File: src/rtl/alu_seq.sv
// ---------------------------------------------------------------------------
// alu_seq -- handshaked sequential ALU
//
// Keeps the 4-bit ALUop encoding, operand convention and ADD/SUB flags of the
// single-cycle datapath ALU. Adds SLTU and iterative unsigned MUL/MULHU/DIVU/
// REMU. Results are registered and returned over a valid/ready interface, so
// the core can stall on long-latency operations.
//
// Ports:
//   clk        clock, all state updates on the rising edge
//   rst        synchronous, active-high reset
//   in_valid   operation request
//   in_ready   block can accept a request (high only in IDLE)
//   A          operand A; the shift amount for shifts
//   B          operand B; the value shifted for shifts
//   ALUop      operation select
//   out_valid  Result and flags are valid (high only in DONE)
//   out_ready  consumer accepts the result
//   Result     registered result
//   Zero       Result == 0
//   Overflow   signed overflow, ADD/SUB only
//   CarryOut   ADD: carry out of MSB; SUB: borrow (A <u B); otherwise 0
//
// Latency: single-cycle ops 1, MUL/MULHU/DIVU/REMU DATA_WIDTH+1 cycles from
// the accept edge to out_valid. No accept while a result is pending.
// ---------------------------------------------------------------------------
module alu_seq #(
    parameter int unsigned DATA_WIDTH = 32
) (
    input  logic                  clk,
    input  logic                  rst,
    input  logic                  in_valid,
    output logic                  in_ready,
    input  logic [DATA_WIDTH-1:0] A,
    input  logic [DATA_WIDTH-1:0] B,
    input  logic [3:0]            ALUop,
    output logic                  out_valid,
    input  logic                  out_ready,
    output logic [DATA_WIDTH-1:0] Result,
    output logic                  Zero,
    output logic                  Overflow,
    output logic                  CarryOut
);

    localparam int unsigned SHAMT_W = $clog2(DATA_WIDTH);
    localparam int unsigned CNT_W   = SHAMT_W + 1;
    localparam int unsigned W       = DATA_WIDTH;

    localparam logic [3:0] OpAnd   = 4'b0000;
    localparam logic [3:0] OpOr    = 4'b0001;
    localparam logic [3:0] OpAdd   = 4'b0010;
    localparam logic [3:0] OpSll   = 4'b0011;
    localparam logic [3:0] OpSra   = 4'b0100;
    localparam logic [3:0] OpSrl   = 4'b0101;
    localparam logic [3:0] OpSub   = 4'b0110;
    localparam logic [3:0] OpSlt   = 4'b0111;
    localparam logic [3:0] OpXor   = 4'b1000;
    localparam logic [3:0] OpSltu  = 4'b1001;
    localparam logic [3:0] OpMul   = 4'b1010;
    localparam logic [3:0] OpMulhu = 4'b1011;
    localparam logic [3:0] OpDivu  = 4'b1100;
    localparam logic [3:0] OpRemu  = 4'b1101;

    typedef enum logic [1:0] {
        StIdle,
        StBusy,
        StDone
    } state_e;

    state_e          state_q;
    logic [2*W-1:0]  acc_q;     // MUL: {partial product, multiplier}; DIV: {remainder, quotient}
    logic [W-1:0]    b_q;
    logic [3:0]      op_q;
    logic [CNT_W-1:0] cnt_q;
    logic [W-1:0]    result_q;
    logic            zero_q;
    logic            ovf_q;
    logic            cout_q;

    assign in_ready  = (state_q == StIdle);
    assign out_valid = (state_q == StDone);
    assign Result    = result_q;
    assign Zero      = zero_q;
    assign Overflow  = ovf_q;
    assign CarryOut  = cout_q;

    // ------------------------------------------------------------------
    // Single-cycle datapath, evaluated on the live request operands.
    // ------------------------------------------------------------------
    logic [SHAMT_W-1:0] shamt;
    logic [W:0]         add_full;
    logic [W-1:0]       sub_diff;
    logic [W-1:0]       sc_res;
    logic               sc_ovf;
    logic               sc_cout;
    logic               op_is_multi;

    always_comb begin
        shamt    = A[SHAMT_W-1:0];
        add_full = {1'b0, A} + {1'b0, B};
        sub_diff = A - B;
        sc_res   = '0;
        sc_ovf   = 1'b0;
        sc_cout  = 1'b0;
        case (ALUop)
            OpAnd: sc_res = A & B;
            OpOr:  sc_res = A | B;
            OpXor: sc_res = A ^ B;
            OpAdd: begin
                sc_res  = add_full[W-1:0];
                sc_cout = add_full[W];
                // Same-sign operands producing a different-sign sum.
                sc_ovf  = (A[W-1] == B[W-1]) && (add_full[W-1] != A[W-1]);
            end
            OpSub: begin
                sc_res  = sub_diff;
                sc_cout = (A < B);
                // Opposite-sign operands, difference sign differs from A.
                // Covers B = most-negative value without special casing.
                sc_ovf  = (A[W-1] != B[W-1]) && (sub_diff[W-1] != A[W-1]);
            end
            OpSll: sc_res = B << shamt;
            OpSrl: sc_res = B >> shamt;
            OpSra: sc_res = W'($signed(B) >>> shamt);
            OpSlt: sc_res = {{(W-1){1'b0}}, ($signed(A) < $signed(B))};
            OpSltu: sc_res = {{(W-1){1'b0}}, (A < B)};
            default: sc_res = '0;   // reserved codes and iterative ops
        endcase
    end

    always_comb begin
        op_is_multi = (ALUop == OpMul) || (ALUop == OpMulhu) ||
                      (ALUop == OpDivu) || (ALUop == OpRemu);
    end

    // ------------------------------------------------------------------
    // One iteration of shift-add multiply or restoring divide.
    // ------------------------------------------------------------------
    logic [W:0]     mul_sum;
    logic [2*W-1:0] mul_next;
    logic [W:0]     div_shift;
    logic [W:0]     div_diff;
    logic [2*W-1:0] div_next;
    logic [2*W-1:0] step_next;
    logic [W-1:0]   step_res;
    logic           op_is_div;
    logic           op_takes_hi;

    always_comb begin
        op_is_div   = (op_q == OpDivu) || (op_q == OpRemu);
        op_takes_hi = (op_q == OpMulhu) || (op_q == OpRemu);

        // Add multiplicand into the upper half when the current multiplier
        // LSB is set, then shift the whole accumulator right by one.
        mul_sum  = {1'b0, acc_q[2*W-1:W]} + (acc_q[0] ? {1'b0, b_q} : {(W+1){1'b0}});
        mul_next = {mul_sum, acc_q[W-1:1]};

        // Shift next dividend bit into the remainder and try a subtract.
        // div_diff[W] set means the trial went negative, so restore.
        // Divide by zero naturally yields all-ones quotient and remainder = A.
        div_shift = acc_q[2*W-1:W-1];
        div_diff  = div_shift - {1'b0, b_q};
        if (div_diff[W]) begin
            div_next = {div_shift[W-1:0], acc_q[W-2:0], 1'b0};
        end else begin
            div_next = {div_diff[W-1:0], acc_q[W-2:0], 1'b1};
        end

        step_next = op_is_div ? div_next : mul_next;
        step_res  = op_takes_hi ? step_next[2*W-1:W] : step_next[W-1:0];
    end

    // ------------------------------------------------------------------
    // Control FSM with registered result and flags.
    // ------------------------------------------------------------------
    always_ff @(posedge clk) begin
        if (rst) begin
            state_q  <= StIdle;
            acc_q    <= '0;
            b_q      <= '0;
            op_q     <= '0;
            cnt_q    <= '0;
            result_q <= '0;
            zero_q   <= 1'b0;
            ovf_q    <= 1'b0;
            cout_q   <= 1'b0;
        end else begin
            case (state_q)
                StIdle: begin
                    if (in_valid) begin
                        op_q <= ALUop;
                        b_q  <= B;
                        if (op_is_multi) begin
                            acc_q   <= {{W{1'b0}}, A};
                            cnt_q   <= CNT_W'(DATA_WIDTH);
                            state_q <= StBusy;
                        end else begin
                            // Zero tracks exactly the value written into Result.
                            result_q <= sc_res;
                            zero_q   <= (sc_res == '0);
                            ovf_q    <= sc_ovf;
                            cout_q   <= sc_cout;
                            state_q  <= StDone;
                        end
                    end
                end
                StBusy: begin
                    acc_q <= step_next;
                    cnt_q <= cnt_q - CNT_W'(1);
                    if (cnt_q == CNT_W'(1)) begin
                        result_q <= step_res;
                        zero_q   <= (step_res == '0);
                        ovf_q    <= 1'b0;
                        cout_q   <= 1'b0;
                        state_q  <= StDone;
                    end
                end
                StDone: begin
                    // No new accept here; the block returns to IDLE first.
                    if (out_ready) begin
                        state_q <= StIdle;
                    end
                end
                default: state_q <= StIdle;
            endcase
        end
    end

endmodule

File: config.mk
export PLATFORM = sky130hd
export DESIGN_NAME = alu_seq
export DESIGN_NICKNAME = d
export VERILOG_FILES = /design/src/rtl/alu_seq.sv
export SDC_FILE = /design/constraint.sdc
export NUM_CORES = 1
export LEC_CHECK = 0
export BUFFER_PORTS_ARGS = -buffer_cell sky130_fd_sc_hd__buf_2
export CAP_MARGIN = 20
export CORE_MARGIN = 2
export CORE_UTILIZATION = 30
export CTS_CLUSTER_DIAMETER = 30
export DETAILED_ROUTE_END_ITERATION = 6
export SETUP_SLACK_MARGIN = 0.1
export SYNTH_ARGS = -nofsm -noshare
export SYNTH_HDL_FRONTEND = slang
export SYNTH_SLANG_ARGS = --single-unit
File: constraint.sdc
create_clock -name clk -period 4.6 [get_ports clk]
set_clock_uncertainty 0.15 [all_clocks]
set_input_delay 0.46 -clock clk [delete_from_list [all_inputs] [get_ports clk]]
set_output_delay 0.46 -clock clk [all_outputs]
set_load 0.005 [all_outputs]
==> metrics.yaml, run 1 <==
pwr:
  switchingPower_mw: 2.20
  leakagePower_nw: 11.5
  combPwrFrac_pct: 48.1
  swShare_pct: 41.8
  seq_power_share_pct: 26.1
  power_density_nw_per_um2: 200
  total_power_mw: 5.27
  intPower_mw: 3.07
  max-vdd-ir-drop_mv: 0.218
  clkPwrFrac_pct: 25.8
logic_synthesis:
  synth_edf_count: 0
  netlist_area_um2: 20200
  synthArstFlopShare_pct: 0
  synth_fp_nets: 3119
  synth-seq-cells: 143
  synth_area_leaders: "dfxtp_1 (14%), ha_1 (11%), a21oi_1 (7.0%), nand2_1 (6.6%), nor2_1 (5.4%)"
  seq_area_frac_synth_pct: 14.2
  yosysTopAreaCellShare_pct: 14.2
  syn-instance-count: 2870
  ys.flop_type: "dfxtp_1"
  yosysMostFrequentCell: "nand2_1"
  yosys.cell_types.count: 88
  synth_warnings: 0
  synth_common_cells: "nand2_1 (354), nor2_1 (290), a21oi_1 (284)"
  yosysTopAreaCell: "dfxtp_1"
  syn_area_per_cell_um2: 7.05
cts:
  ctsRootBufferMaster: "clkbuf_16"
  clk_path_buf_depth: 2
  cts_max_level: 4
  cts_tree: "built"
  path_clk_slew_ps: 70
  cts_inserted_buffers: 17
  clock_latency_ps: 450
  clkSinkCount: 143
sta:
  hold_viol: 0
  worst_slew_pin_slew_ps: 986
  layout_setup_ws_ps: -247
  slew_headroom_pct: 33.9
  fin_setup_tns_ps: -288
  maxSlewViolCount: 0
  setup_violations: 2
  rsz0062_at_grt: "yes"
  fin_crit_ps: 4850
  max_freq_ghz: 0.206
  min_period_over_period_pct: 105
  hold_ws_ps: 136
placement:
  placed_area_um2: 25600
  dp_hpwl_um: 81700
  gp_congestion: 1.01
  port_buffers: 108
global_route:
  grt_use_met3_pct: 4.28
  met1_usage_pct: 38.9
  overflow: 0
  grt_pass1_wl_um: 151000
  grt_pass1_vias: 23700
  antenna_found_initial: 3
  gr-max-usage-layer: "met2"
  grtUsageMet2_pct: 43.8
  grt_max_degree: 75
  track_usage_pct: 28.2
die:
  rows: 95
  die_h_um: 264
  die_w_um: 264
  die_area_um2: 69500
  start_util_pct: 30.2
  core_area_um2: 66900
  io_pins: 109
setup_path:
  end_kind: "register"
  cp_cell_sequence: "inv_2, ha_2, inv_1, fa_2, a211oi_4, nor3_2, o311ai_2, buf_4, a21oi_2, nor3_4, buf_6, xnor2_4, mux2_1, mux2i_1, a21oi_1, or4_1, or4b_4, or4_4, o31ai_4"
  cp.required_ps: 4820
  crit_arrival_ps: 5070
  slowest_delay_ps: 590
  worstSetupPathType: "register to register"
  crit_path_max_fanout: 4
  rrSetupSlack_ps: -250
  path_delay_family: "simple AND/OR/NAND/NOR gates"
  worst_setup_path_start_kind: "register"
  slowest_stage: "or4b_4"
  crit_buf_inv: 4
detailed_routing:
  via_per_inst: 5.94
  routed_wl_um: 102000
  drc_errors: 10
  drtIter0Drc: 3005
  first_pass_iters: 7
  antenna_left: 0
  num_vias: 25200
  wl_per_cell_um: 23.9
cells_and_area:
  drive_gt1_share_pct: 26.4
  multi_input_area_um2: 16200
  nNetsFinal: 3611
  seq_area_um2: 2860
  syn2layout_area_growth_pct: 30.4
  final_cell_area_um2: 26400
  fillers: 7129
job:
  cap_violations: 0
run_status:
  violations: "design-rule violations, negative setup slack"
  status: "finished with violations"
min_path:
  worstHoldPathType: "primary input to register"
==> per-layer routing <==
layer,up-vias,part of all wire (%)
li1,11600,-
met3,217,9.7
met1,12000,43
met4,0,4.3
met2,1432,43
met5,-,0
==> flip-flops by register name (all words and copies together), names as in the netlist <==
register,flops
Result,32
op_q,4
state_q,2
acc_q,64
Overflow,1
b_q,32
Zero,1
CarryOut,1
cnt_q,6
==> cell usage in the layout, fill, tap and decap left out, types with 14 or more instances in the layout <==
cell type	count
a222oi_1	30
o21a_1	14
nor4_1	17
mux4_2	36
a221oi_1	48
and3_1	14
nor3_1	57
mux2i_1	72
inv_1	156
nor2b_1	21
clkbuf_16	17
buf_4	564
o221ai_1	20
buf_2	106
o31ai_1	23
o21ai_0	140
a31oi_1	33
xor2_1	31
nand4_1	21
nand2_1	354
ha_1	171
nand3_1	54
or3_1	14
o22ai_1	41
nand2b_1	18
and2_1	46
a21o_1	44
a21oi_1	279
o21bai_1	17
o211ai_1	34
mux2_2	43
nor2_1	286
xnor2_1	39
or2_2	19
dfxtp_1	142
a211oi_1	41
a22oi_1	34
==> final timing paths <==
check	start	cells past startpoint	endpoint
min	out_ready	3	state_q[1]
max reg2reg	acc_q[31]	19	Zero
max	acc_q[31]	19	Zero
min reg2reg	Result[17]	2	Result[17]
==> stage by stage <==
stage / setup WS, ps / utilization (%) / cells
final: -247 / 39.4 / 4249
after global routing: -421 / 39.4 / 4249
after CTS: -316 / 39.2 / 4242
after detailed placement: -515 / 38.2 / 4208
after global placement: -459 / 38.2 / 4208
after floorplan: 83.9 / - / 2870
==> worst register-to-register path: stages (launching register included) <==
cell and delay, ps:
dfxtp_2 330, inv_2 50, ha_2 170, inv_1 60
fa_2 390, a211oi_4 280, nor3_2 90, o311ai_2 210
buf_4 180, a21oi_2 60, nor3_4 110, buf_6 150
xnor2_4 170, mux2_1 380, mux2i_1 140, a21oi_1 140
or4_1 500, or4b_4 590, or4_4 440, o31ai_4 180
==> cell families (layout without fill, tap and decap cells) <==
kind of cell	Yosys count	in the layout	synth area share, %
AOI/OAI and AO/OA	967	967	32.2
buffers and inverters	375	880	7.01
other	0	1	0
xor gates and xnor gates	72	72	3.12
muxes	153	153	10.1
adders and majority gates	177	177	11.1
and+or+nand+nor	983	983	22.3
DFF	143	143	14.2
==> area by class of cell <==
cell class	instances	area share (%)
Antenna cell	1	0.00948
Clock buffer	18	1.63
Clock inverter	14	0.455
Inverter	162	2.33
Multi-Input combinational cell	2352	61.5
Sequential cell	143	10.9
Tap cell	873	4.14
Timing Repair Buffer	686	19.1
==> power groups by stage <==
stage | clock [mW] | combinational (mW) | sequential, mW
2_1_floorplan | 0 | 1.28 | 1.37
3_3_place_gp | 0 | 2.43 | 1.40
3_5_place_dp | 0 | 2.43 | 1.40
4_1_cts | 1.37 | 2.45 | 1.37
5_1_grt | 1.41 | 2.69 | 1.38
6_report | 1.36 | 2.53 | 1.38
==> timing repair <==
| item | CTS | global route |
|---|---|---|
| buffers inserted | 2 | 6 |
| pin swaps | 6 | 13 |
| endpoints found under the setup margin | 3 | 6 |
| hold buffers | 0 | 0 |
| gates resized for setup | 17 | 20 |
Power figures use the tool's default switching activity.
==> inputs of run 2 (changes only) <==
- PLACE_DENSITY: default -> 0.44
==> run 2 against run 1 <==
The flow finishes with violations (negative setup slack). Sequential share of layout area shrank 0.44 points. Fmax shrank 2.6%. First-iteration DRC count shrank 32%. Largest cell class unchanged. Flip-flop and latch count is the same. Clock power grew 9.6%. Wire length grew 10%. Die area is the same. Final area grew 4.3%. Sequential power is essentially flat. Cell count grew 3.0%. Clock-buffer cell count is the same.
==> metrics.yaml, run 2 (synthesis results as in run 1) <==
setup_path:
  cp-startpoint: "b_q[0]"
  end_kind: "register"
  worst_setup_path_start_kind: "register"
  crit_path_max_fanout: 2
  timing.rr.start: "b_q[0]"
  cp.required_ps: 4830
  crit_arrival_ps: 5200
  worstSetupPathType: "register to register"
detailed_routing:
  first_pass_iters: 6
  routed_wl_um: 112000
  num_vias: 25500
  drtIter0Drc: 2031
  wl_per_cell_um: 25.6
  drc_errors: 0
  via_per_inst: 5.82
  antenna_left: 0
sta:
  slew_headroom_pct: 34.8
  hold_viol: 0
  rsz0062_at_grt: "yes"
  layout_setup_ws_ps: -376
  min_period_over_period_pct: 108
  maxSlewViolCount: 0
  hold_ws_ps: 125
  fin_crit_ps: 4980
  setup_violations: 1
  max_freq_ghz: 0.201
  worst_slew_pin_slew_ps: 970
die:
  die_h_um: 264
  rows: 95
  die_w_um: 264
  start_util_pct: 30.2
  io_pins: 109
  die_area_um2: 69500
  core_area_um2: 66900
cells_and_area:
  largest-register: "acc_q"
  largest_reg_flops: 64
  final_cell_area_um2: 27500
  final_common_cell: "buf_4"
  mostFrequentLayoutCells: "buf_4 (694), nand2_1 (353), nor2_1 (286)"
  fin_util_pct: 41.1
  drive_gt1_share_pct: 29.4
  syn2layout_area_growth_pct: 36.0
  nNetsFinal: 3739
placement:
  dp_hpwl_um: 91300
  gp_congestion: 0.982
  port_buffers: 108
  pre_cts_ws_ps: -736
  placed_area_um2: 26500
cts:
  clkSinkCount: 143
  cts_inserted_buffers: 17
  cts_tree: "built"
  hold_buffers: 0
  cts_max_level: 4
  path_clk_slew_ps: 70
  clk_path_buf_depth: 2
  ctsRootBufferMaster: "clkbuf_16"
  clock_latency_ps: 460
pwr:
  total_power_mw: 5.56
  power_density_nw_per_um2: 202
  leakagePower_nw: 12.2
  max-vdd-ir-drop_mv: 0.182
global_route:
  overflow: 0
  grt_pass1_wl_um: 165000
  grt_pass1_vias: 25100
  grt_max_degree: 74
  antenna_found_initial: 3
  track_usage_pct: 31.2
job:
  cap_violations: 0
run_status:
  violations: "negative setup slack"
  status: "finished with violations"
min_path:
  worstHoldPathType: "primary input to register"
  hold_start: "out_ready"
-- run 2: timing repair --
action | 4_1_cts | 5_1_grt
pin swaps | 13 | 18
endpoints found under the setup margin | 3 | 11
resized for setup | 23 | 32
setup buffers | 7 | 6
-- run 2: path summary, 6_finish.rpt --
kind | slack [ps] | cells past startpoint | endpoint
worst max register to register | -380 | 21 | Zero
worst min-delay path | 130 | 3 | state_q[1]
worst min register to register | 310 | 2 | Result[17]
worst max-delay path | -380 | 21 | Zero
-- run 2: layer usage --
layer | vias up | track usage, % | part of all wire (%)
met5 | - | 0 | 0
met4 | 0 | 11.7 | 3.9
met3 | 174 | 2.67 | 5.6
met2 | 989 | 52.2 | 46
met1 | 12500 | 41.6 | 44
li1 | 11900 | - | -
-- run 2: per-stage QoR --
step / instances / setup TNS, ps
final: 4377 / -376
after global routing: 4376 / -525
after CTS: 4370 / -478
after detailed placement: 4331 / -1320
after global placement: 4331 / -1330
after floorplan: 2870 / 0
-- run 2: cell type report --
type | instances | area, um2
diodes | 1 | 2.50
clock inverters | 14 | 169
repair buffers | 814 | 6010
flip-flops and latches | 143 | 2860
inverters | 162 | 614
fillers | 7061 | 39400
clock buffers | 18 | 429
multi-input cells | 2352 | 16300
well taps | 873 | 1090
-- run 2: worst max-delay path, cell delays in order, from the launching register on --
cell and delay (ps):
dfxtp_2 330, buf_6 100, ha_4 120, inv_2 30
fa_2 360, a211oi_4 240, nor3_2 90, o311ai_2 220
buf_4 180, a21oi_4 60, nor3_4 280, xnor2_2 140
buf_4 170, buf_4 130, buf_4 130, nand2_2 50
a31oi_2 90, or3b_1 380, or4_4 470, or4b_4 560
or4_4 450, o31ai_4 170
-- run 2: power breakdown --
part	internal [mW]	switching, mW	total, mW
Sequential	1.31	0.0672	1.37
Clock	0.820	0.670	1.49
Combinational	1.15	1.55	2.70
Total	3.28	2.29	5.56
